**src/rtl/bbox_pkg.sv**
```systemverilog
// Shared types and constants for the bounding-box finder and outline drawer.
// rowBase is a constant-coefficient shift-add product, not a general multiplier.
package bbox_pkg;

    localparam int DEF_WIDTH  = 100;
    localparam int DEF_HEIGHT = 100;
    localparam int DEF_ADDR_W = 15;
    localparam int COORD_W    = 11;

    typedef logic [COORD_W-1:0] coord_t;

    typedef enum logic [2:0] {
        IDLE,
        TOP,
        BOTTOM,
        LEFT,
        RIGHT,
        REJECT
    } state_t;

    // w is a parameter at every call site, so this folds to an adder tree
    function automatic logic [31:0] rowBase(input coord_t y, input int w);
        logic [31:0] acc;
        acc = '0;
        for (int i = 0; i < 32; i++) begin
            if (w[i]) begin
                acc = acc + ({21'd0, y} << i);
            end
        end
        return acc;
    endfunction

endpackage

```
**src/rtl/bbox_draw_if.sv**
```systemverilog
// Draw request handshake and frame-buffer write port.
interface bbox_draw_if
    import bbox_pkg::*;
#(
    parameter int ADDR_W = DEF_ADDR_W
);

    logic              en;
    logic              rdy;
    coord_t            xMin;
    coord_t            xMax;
    coord_t            yMin;
    coord_t            yMax;
    logic [7:0]        colour;
    logic [ADDR_W-1:0] addr;
    logic [7:0]        wrdata;
    logic              wren;
    logic              err;

    modport master (
        output en, xMin, xMax, yMin, yMax, colour,
        input  rdy, addr, wrdata, wren, err
    );

    modport slave (
        input  en, xMin, xMax, yMin, yMax, colour,
        output rdy, addr, wrdata, wren, err
    );

endinterface

```
**src/rtl/bbox_addr_gen.sv**
```systemverilog
// Frame-buffer address register: loads row base + x, then steps
// by one pixel along a row or by one row down a column.
module bbox_addr_gen
    import bbox_pkg::*;
#(
    parameter int WIDTH  = DEF_WIDTH,
    parameter int ADDR_W = DEF_ADDR_W
) (
    input  logic              clk,
    input  logic              rst_n,
    input  logic              load,
    input  logic              step,
    input  logic              rowStep,
    input  logic [ADDR_W-1:0] base,
    input  coord_t            x,
    output logic [ADDR_W-1:0] addr
);

    always_ff @(posedge clk or negedge rst_n) begin
        if (!rst_n) begin
            addr <= '0;
        end else if (load) begin
            addr <= base + ADDR_W'(x);
        end else if (step) begin
            addr <= addr + (rowStep ? ADDR_W'(WIDTH) : ADDR_W'(1));
        end
    end

endmodule

```
**src/rtl/bbox_draw.sv**
```systemverilog
// Draws a one-pixel rectangle outline into a frame buffer:
// top row, bottom row, left column, right column, one pixel per cycle.
module bbox_draw
    import bbox_pkg::*;
#(
    parameter int WIDTH  = DEF_WIDTH,
    parameter int HEIGHT = DEF_HEIGHT,
    parameter int ADDR_W = DEF_ADDR_W
) (
    input logic        clk,
    input logic        rst_n,
    bbox_draw_if.slave bus
);

    state_t            state;
    coord_t            xMinR, xMaxR, yMinR, yMaxR;
    coord_t            xCur, yCur;
    logic [ADDR_W-1:0] rowTopR, rowBotR, rowNext, rowIn, rowInBot;
    logic [ADDR_W-1:0] ldBase, addrW;
    coord_t            ldX;
    logic              rdyR, wrenR, errR;
    logic [7:0]        wrdataR;
    logic              ld, stp, rowStp;
    logic              accept, badBox, lastX, lastY, tall;

    assign accept   = bus.en && rdyR;
    assign rowIn    = ADDR_W'(rowBase(bus.yMin, WIDTH));
    assign rowInBot = ADDR_W'(rowBase(bus.yMax, WIDTH));
    assign rowNext  = rowTopR + ADDR_W'(WIDTH);
    assign lastX    = xCur == xMaxR;
    assign lastY    = yCur == yMaxR - COORD_W'(1);
    assign tall     = (yMaxR - yMinR) >= COORD_W'(2);

    // Also catches the finder's empty result (xMin=WIDTH-1, xMax=0)
    assign badBox = (bus.xMin > bus.xMax)
                 || (bus.yMin > bus.yMax)
                 || (bus.xMax >= COORD_W'(WIDTH))
                 || (bus.yMax >= COORD_W'(HEIGHT));

    always_comb begin
        ld     = 1'b0;
        stp    = 1'b0;
        rowStp = 1'b0;
        ldBase = '0;
        ldX    = '0;
        unique case (state)
            IDLE: begin
                if (accept && !badBox) begin
                    ld     = 1'b1;
                    ldBase = rowIn;
                    ldX    = bus.xMin;
                end
            end
            TOP: begin
                if (!lastX) begin
                    stp = 1'b1;
                end else if (yMinR != yMaxR) begin
                    ld     = 1'b1;
                    ldBase = rowBotR;
                    ldX    = xMinR;
                end
            end
            BOTTOM: begin
                if (!lastX) begin
                    stp = 1'b1;
                end else if (tall) begin
                    ld     = 1'b1;
                    ldBase = rowNext;
                    ldX    = xMinR;
                end
            end
            LEFT: begin
                if (!lastY) begin
                    stp    = 1'b1;
                    rowStp = 1'b1;
                end else if (xMinR != xMaxR) begin
                    ld     = 1'b1;
                    ldBase = rowNext;
                    ldX    = xMaxR;
                end
            end
            RIGHT: begin
                stp    = !lastY;
                rowStp = 1'b1;
            end
            default: ;
        endcase
    end

    always_ff @(posedge clk or negedge rst_n) begin
        if (!rst_n) begin
            state   <= IDLE;
            rdyR    <= 1'b1;
            wrenR   <= 1'b0;
            errR    <= 1'b0;
            wrdataR <= '0;
            xMinR   <= '0;
            xMaxR   <= '0;
            yMinR   <= '0;
            yMaxR   <= '0;
            xCur    <= '0;
            yCur    <= '0;
            rowTopR <= '0;
            rowBotR <= '0;
        end else begin
            unique case (state)
                IDLE: begin
                    if (accept) begin
                        xMinR   <= bus.xMin;
                        xMaxR   <= bus.xMax;
                        yMinR   <= bus.yMin;
                        yMaxR   <= bus.yMax;
                        xCur    <= bus.xMin;
                        rowTopR <= rowIn;
                        rowBotR <= rowInBot;
                        wrdataR <= bus.colour;
                        rdyR    <= 1'b0;
                        if (badBox) begin
                            state <= REJECT;
                            errR  <= 1'b1;
                        end else begin
                            state <= TOP;
                            wrenR <= 1'b1;
                        end
                    end
                end
                TOP: begin
                    if (!lastX) begin
                        xCur <= xCur + COORD_W'(1);
                    end else if (yMinR != yMaxR) begin
                        xCur  <= xMinR;
                        state <= BOTTOM;
                    end else begin
                        state <= IDLE;
                        wrenR <= 1'b0;
                        rdyR  <= 1'b1;
                    end
                end
                BOTTOM: begin
                    if (!lastX) begin
                        xCur <= xCur + COORD_W'(1);
                    end else if (tall) begin
                        yCur  <= yMinR + COORD_W'(1);
                        state <= LEFT;
                    end else begin
                        state <= IDLE;
                        wrenR <= 1'b0;
                        rdyR  <= 1'b1;
                    end
                end
                LEFT: begin
                    if (!lastY) begin
                        yCur <= yCur + COORD_W'(1);
                    end else if (xMinR != xMaxR) begin
                        yCur  <= yMinR + COORD_W'(1);
                        state <= RIGHT;
                    end else begin
                        state <= IDLE;
                        wrenR <= 1'b0;
                        rdyR  <= 1'b1;
                    end
                end
                RIGHT: begin
                    if (!lastY) begin
                        yCur <= yCur + COORD_W'(1);
                    end else begin
                        state <= IDLE;
                        wrenR <= 1'b0;
                        rdyR  <= 1'b1;
                    end
                end
                REJECT: begin
                    errR  <= 1'b0;
                    rdyR  <= 1'b1;
                    state <= IDLE;
                end
                default: state <= IDLE;
            endcase
        end
    end

    bbox_addr_gen #(
        .WIDTH  (WIDTH),
        .ADDR_W (ADDR_W)
    ) u_addr (
        .clk     (clk),
        .rst_n   (rst_n),
        .load    (ld),
        .step    (stp),
        .rowStep (rowStp),
        .base    (ldBase),
        .x       (ldX),
        .addr    (addrW)
    );

    assign bus.rdy    = rdyR;
    assign bus.wren   = wrenR;
    assign bus.err    = errR;
    assign bus.wrdata = wrdataR;
    assign bus.addr   = addrW;

endmodule

```
**src/flat_wrapper.sv**
```systemverilog
// flat-port wrapper written by rule: the top's interface ports become plain ports
module bbox_draw_flat import bbox_pkg::*;
#(
    parameter int WIDTH  = DEF_WIDTH,
    parameter int HEIGHT = DEF_HEIGHT,
    parameter int ADDR_W = DEF_ADDR_W
)
  (clk, rst_n, bus_en, bus_xMin, bus_xMax, bus_yMin, bus_yMax, bus_colour, bus_rdy, bus_addr, bus_wrdata, bus_wren, bus_err);
  bbox_draw_if #(.ADDR_W(ADDR_W)) bus_i ();
  input logic clk;
  input logic rst_n;
  input wire logic [$bits(bus_i.en)-1:0] bus_en;
  input wire logic [$bits(bus_i.xMin)-1:0] bus_xMin;
  input wire logic [$bits(bus_i.xMax)-1:0] bus_xMax;
  input wire logic [$bits(bus_i.yMin)-1:0] bus_yMin;
  input wire logic [$bits(bus_i.yMax)-1:0] bus_yMax;
  input wire logic [$bits(bus_i.colour)-1:0] bus_colour;
  output wire logic [$bits(bus_i.rdy)-1:0] bus_rdy;
  output wire logic [$bits(bus_i.addr)-1:0] bus_addr;
  output wire logic [$bits(bus_i.wrdata)-1:0] bus_wrdata;
  output wire logic [$bits(bus_i.wren)-1:0] bus_wren;
  output wire logic [$bits(bus_i.err)-1:0] bus_err;
  assign bus_i.en = bus_en;
  assign bus_i.xMin = bus_xMin;
  assign bus_i.xMax = bus_xMax;
  assign bus_i.yMin = bus_yMin;
  assign bus_i.yMax = bus_yMax;
  assign bus_i.colour = bus_colour;
  assign bus_rdy = bus_i.rdy;
  assign bus_addr = bus_i.addr;
  assign bus_wrdata = bus_i.wrdata;
  assign bus_wren = bus_i.wren;
  assign bus_err = bus_i.err;
  bbox_draw #(.WIDTH(WIDTH), .HEIGHT(HEIGHT), .ADDR_W(ADDR_W)) u_core (.clk(clk), .rst_n(rst_n), .bus(bus_i));
endmodule
```
**config.mk**
```make
export PLATFORM = sky130hd
export DESIGN_NAME = bbox_draw_flat
export DESIGN_NICKNAME = d
export VERILOG_FILES = /design/src/rtl/bbox_pkg.sv /design/src/rtl/bbox_draw_if.sv /design/src/rtl/bbox_addr_gen.sv /design/src/rtl/bbox_draw.sv /design/src/flat_wrapper.sv
export SDC_FILE = /design/constraint.sdc
export NUM_CORES = 1
export LEC_CHECK = 0
export ABC_AREA = 1
export BUFFER_PORTS_ARGS = -buffer_cell sky130_fd_sc_hd__buf_2
export CAP_MARGIN = 20
export CORE_MARGIN = 2
export CORE_UTILIZATION = 41
export CTS_BUF_LIST = sky130_fd_sc_hd__clkbuf_4 sky130_fd_sc_hd__clkbuf_8 sky130_fd_sc_hd__clkbuf_16
export DETAILED_ROUTE_END_ITERATION = 16
export PLACE_DENSITY_LB_ADDON = 0.08
export SLEW_MARGIN = 20
export SYNTH_ARGS = -nofsm -noshare
export SYNTH_HDL_FRONTEND = slang
export SYNTH_SLANG_ARGS = --single-unit
```
**constraint.sdc**
```tcl
create_clock -name clk -period 6.61 [get_ports clk]
set_clock_uncertainty 0.1 [all_clocks]
set_input_delay 0.661 -clock clk [delete_from_list [all_inputs] [get_ports clk]]
set_output_delay 0.661 -clock clk [all_outputs]
set_load 0.02 [all_outputs]
```
==> summary.txt <==
Global route
  – Total GRT Usage: 0.257
  – Vias in the first global route: 9155
  – Pin count of the biggest net entering global routing: 64
  – Grt ovf: 0
  – Initial antenna violation count: 0
  – First-pass GRT wire length: 51.3 mm

Detailed routing
  – Routed via count: 9631
  – Vias/cell: 5.28
  – Routed Antenna Nets: 0
  – Drt wl/cell: 17.6 um
  – Routed wire length: 32.1 mm
  – DRC Markers: 0
  – Pre-antenna DRT Iters: 5
  – Iter 0 DRT Violations: a little over 900

Logic synthesis
  – Post-synth ARST share: 1.00
  – Synth cell types: 59
  – Post-synth net total: 1562
  – Share of the synthesized area in the top cell type: 0.284
  – Register area share after synthesis: 0.287
  – Top_reg_cell synth: dfrtp_1
  – Post-Syn Area: 10000 um2
  – Largest area contributor in the netlist: dfrtp_1
  – Yosys reg bits: 115
  – Syn. warnings: 0
  – Largest cells by area after synthesis: dfrtp_1 (28%), nand2_1 (14%), ha_1 (10%)
  – Cells after Synth: 1409
  – Synth Area per Inst: 7.13 um2
  – EDFF count, synth: 0

Cells and area
  – Antenna Cells: 0
  – Final Non-Filler Cells: roughly 1.8k
  – Share of layout cells above drive strength 1: 0.115
  – Net count, final: 1640
  – P&R area growth vs syn: 13.2%

Setup path
  – CP max FO: 9
  – Setup CP Type: flip-flop to flip-flop
  – CP bufs+invs: 3
  – Worst Setup EP: u_core.u_addr.addr[14]
  – Crit path launch: u_core.rowBotR[2]
  – Required @ worst endpoint: between 6 and 7 ns
  – Reg2reg start: u_core.rowBotR[2]
  – R2R depth: 29
  – Reg2Reg Capture Point: u_core.u_addr.addr[14]
  – WP data arrival: 5.25 ns
  – CP Depth: 29
  – CP delay by family, top: simple AND/OR/NAND/NOR gates
  – Flop-to-flop setup slack: 1.55 ns
  – CP peak stage delay: roughly 0.40 ns
  – Most frequent CP cell: nand2_1
  – Crit path launch type: flip-flop
  – Slowest CP cell: fa_1
  – Worst Setup End Kind: flip-flop

Pwr
  – Total power: 1.86 mW
  – Power Density: 164 nW/um2
  – Pleak: ~5.8 nW
  – Max IR drop VDD: 0.000127 V

Die
  – Die area: 25800 um2
  – Core area: 24200 um2
  – I/O pin total: 81
  – Rows: 57
  – Starting Density: 0.415
  – Die Width: 160 um
  – Die H: 160 um

Clocking
  – Root Buffer: clkbuf_16
  – Num CTS Buffers: 17
  – Worst skew pair latency: roughly 0.43 ns
  – Worst-path clk slew: 0.06 ns
  – CTS tree: built
  – H-Tree Depth: 4
  – CTS Sinks: 115
  – Post-CTS Setup Bufs: 0
  – Clock tree buffer depth: 2
  – Cts hold-fix bufs: 0
  – # resized after CTS: 0

STA
  – Total negative setup slack: 0 ns
  – Final Max Slew Viols: 0
  – Final Hold Viols: 0
  – Slew margin rel.: 0.320
  – Fin crit period: 5.06 ns
  – # setup viols final: 0
  – Fmax: 198 MHz
  – Worst-margin pin slew: between 1 and 1.5 ns
  – Worst hold slack: 0.189 ns
  – RSZ-0062 raised after global routing: no
  – Crit share post-route: 0.765

Run
  – Max cap viols: 0

Placed design
  – Final GP Congestion: around 0.9
  – Hpwl dp: 25.5 mm
  – I/O Buffers: 80
  – Cell count after placement: approximately 1.8k

Run status
  – Status: finished clean

Worst hold path
  – Hold crit path type: primary input to asynchronous set/reset pin
[where the power goes]
part / internal, mW / switching [mW]
Clock: 0.554 / 0.377
Combinational: 0.0819 / 0.146
Sequential: 0.704 / 0
[metal layers]
metal | up-vias | share of wire | global-route usage
met3 | 19 | 0.070 | 0.0519
li1 | 4821 | - | -
met5 | - | 0 | 0
met2 | 301 | 0.44 | 0.391
met4 | 0 | 0.013 | 0.0516
met1 | 4490 | 0.48 | 0.378
[synth_stat cells (3+ instances only)]
cell type	instances
nand2_1	368
inv_1	175
dfrtp_1	114
nor2_1	109
nand3_1	101
o21ai_0	96
ha_1	80
a21oi_1	56
xor2_1	52
nand4_1	21
nor3_1	21
fa_1	18
xnor2_1	18
clkbuf_1	15
o221ai_1	13
o21ai_1	12
inv_2	10
nor2_2	9
o22ai_1	9
nand2_2	8
a31oi_1	7
buf_2	7
nand3b_1	7
a211oi_1	6
a22oi_1	6
o2111ai_1	6
buf_1	4
nor2_4	4
o21ai_2	4
o21bai_1	4
a221oi_1	3
a32oi_1	3
and3_1	3
o211ai_1	3
o22a_1	3
or2_1	3
[worst reg2reg max path, delay by kind of cell (launching register included)]
family,cells,cell delay [ns]
DFF,1,0.37
buffers and inverters,3,0.42
AOI/OAI and AO/OA,8,1.14
adders and majority gates,4,1.30
and+or+nand+nor,14,1.61
[logic make-up after synthesis]
| logic type | share of synthesized area |
|---|---|
| muxes | 0.000997 |
| DFF | 0.287 |
| adders and majority gates | 0.136 |
| xor gates and xnor gates | 0.0611 |
| buffers and inverters | 0.0845 |
| and+or+nand+nor | 0.290 |
| AOI/OAI and AO/OA | 0.141 |
[flip-flops by register name (all words and copies together) (netlist names)]
register / flops
u_core.rowBotR: 13
u_core.yCur: 11
u_core.state: 3
u_core.bus.rdy: 1
u_core.u_addr.addr: 15
u_core.bus.wren: 1
u_core.rowTopR: 13
u_core.xMaxR: 11
u_core.yMaxR: 8
u_core.yMinR: 8
u_core.bus.err: 1
u_core.xMinR: 11
u_core.bus.wrdata: 8
u_core.xCur: 11
[metrics by stage]
step                      worst slack [ns]   util  instance area, um2
after floorplan                       2.37      -               10000
after global placement                1.82  0.446               10800
after detailed placement              1.68  0.446               10800
after CTS                             1.67  0.470               11400
after global routing                  1.08  0.470               11400
final                                 1.55  0.470               11400
[worst min-delay path by stage]
stage | startpoint | to | slack (ns) | depth (start not counted)
final | rst_n | u_core.yCur[5] | 0.19 | 1
after global routing | rst_n | u_core.yCur[5] | 0.24 | 1
after CTS | rst_n | u_core.yCur[5] | 0.21 | 1
after detailed placement | u_core.bus.wrdata[4] | u_core.bus.wrdata[4] | 0.36 | 2
after global placement | u_core.bus.wrdata[6] | u_core.bus.wrdata[6] | 0.35 | 2
after floorplan | rst_n | u_core.bus.err | 0.27 | 0
[cells in the final DEF, fill, tap and decap left out, types with 4 or more instances in the layout]
cell       netlist  routed
nor2_4           4       5
nand4_1         21      21
o21ai_2          4       4
nor2_1         109     108
fa_1            18      18
a31oi_1          7       7
nor3_1          21      21
xor2_1          52      52
ha_1            80      80
dfrtp_1        114     114
a21oi_1         56      56
a22oi_1          6       6
inv_2           10      11
o221ai_1        13      13
nand3_1        101     101
clkbuf_16        0      17
xnor2_1         18      18
o22ai_1          9       9
nand3b_1         7       7
buf_4            0       8
a211oi_1         6       6
o21ai_1         12      12
inv_6            0       4
nand2_2          8       8
buf_2            7      79
o21ai_0         96      96
o2111ai_1        6       6
nand2_1        368     368
nor2_2           9       9
o21bai_1         4       4
inv_1          175     174
[cell type report]
| cell class | count | area, um2 |
|---|---|---|
| clock buffer | 20 | 467 |
| clock inverter | 12 | 121 |
| fill | 2506 | 12800 |
| inverter | 189 | 719 |
| multi-input combinational | 1077 | 6320 |
| sequential | 115 | 2880 |
| tap | 324 | 405 |
| timing repair buffer | 87 | 455 |
No activity file was read; power rests on OpenSTA's default activity.
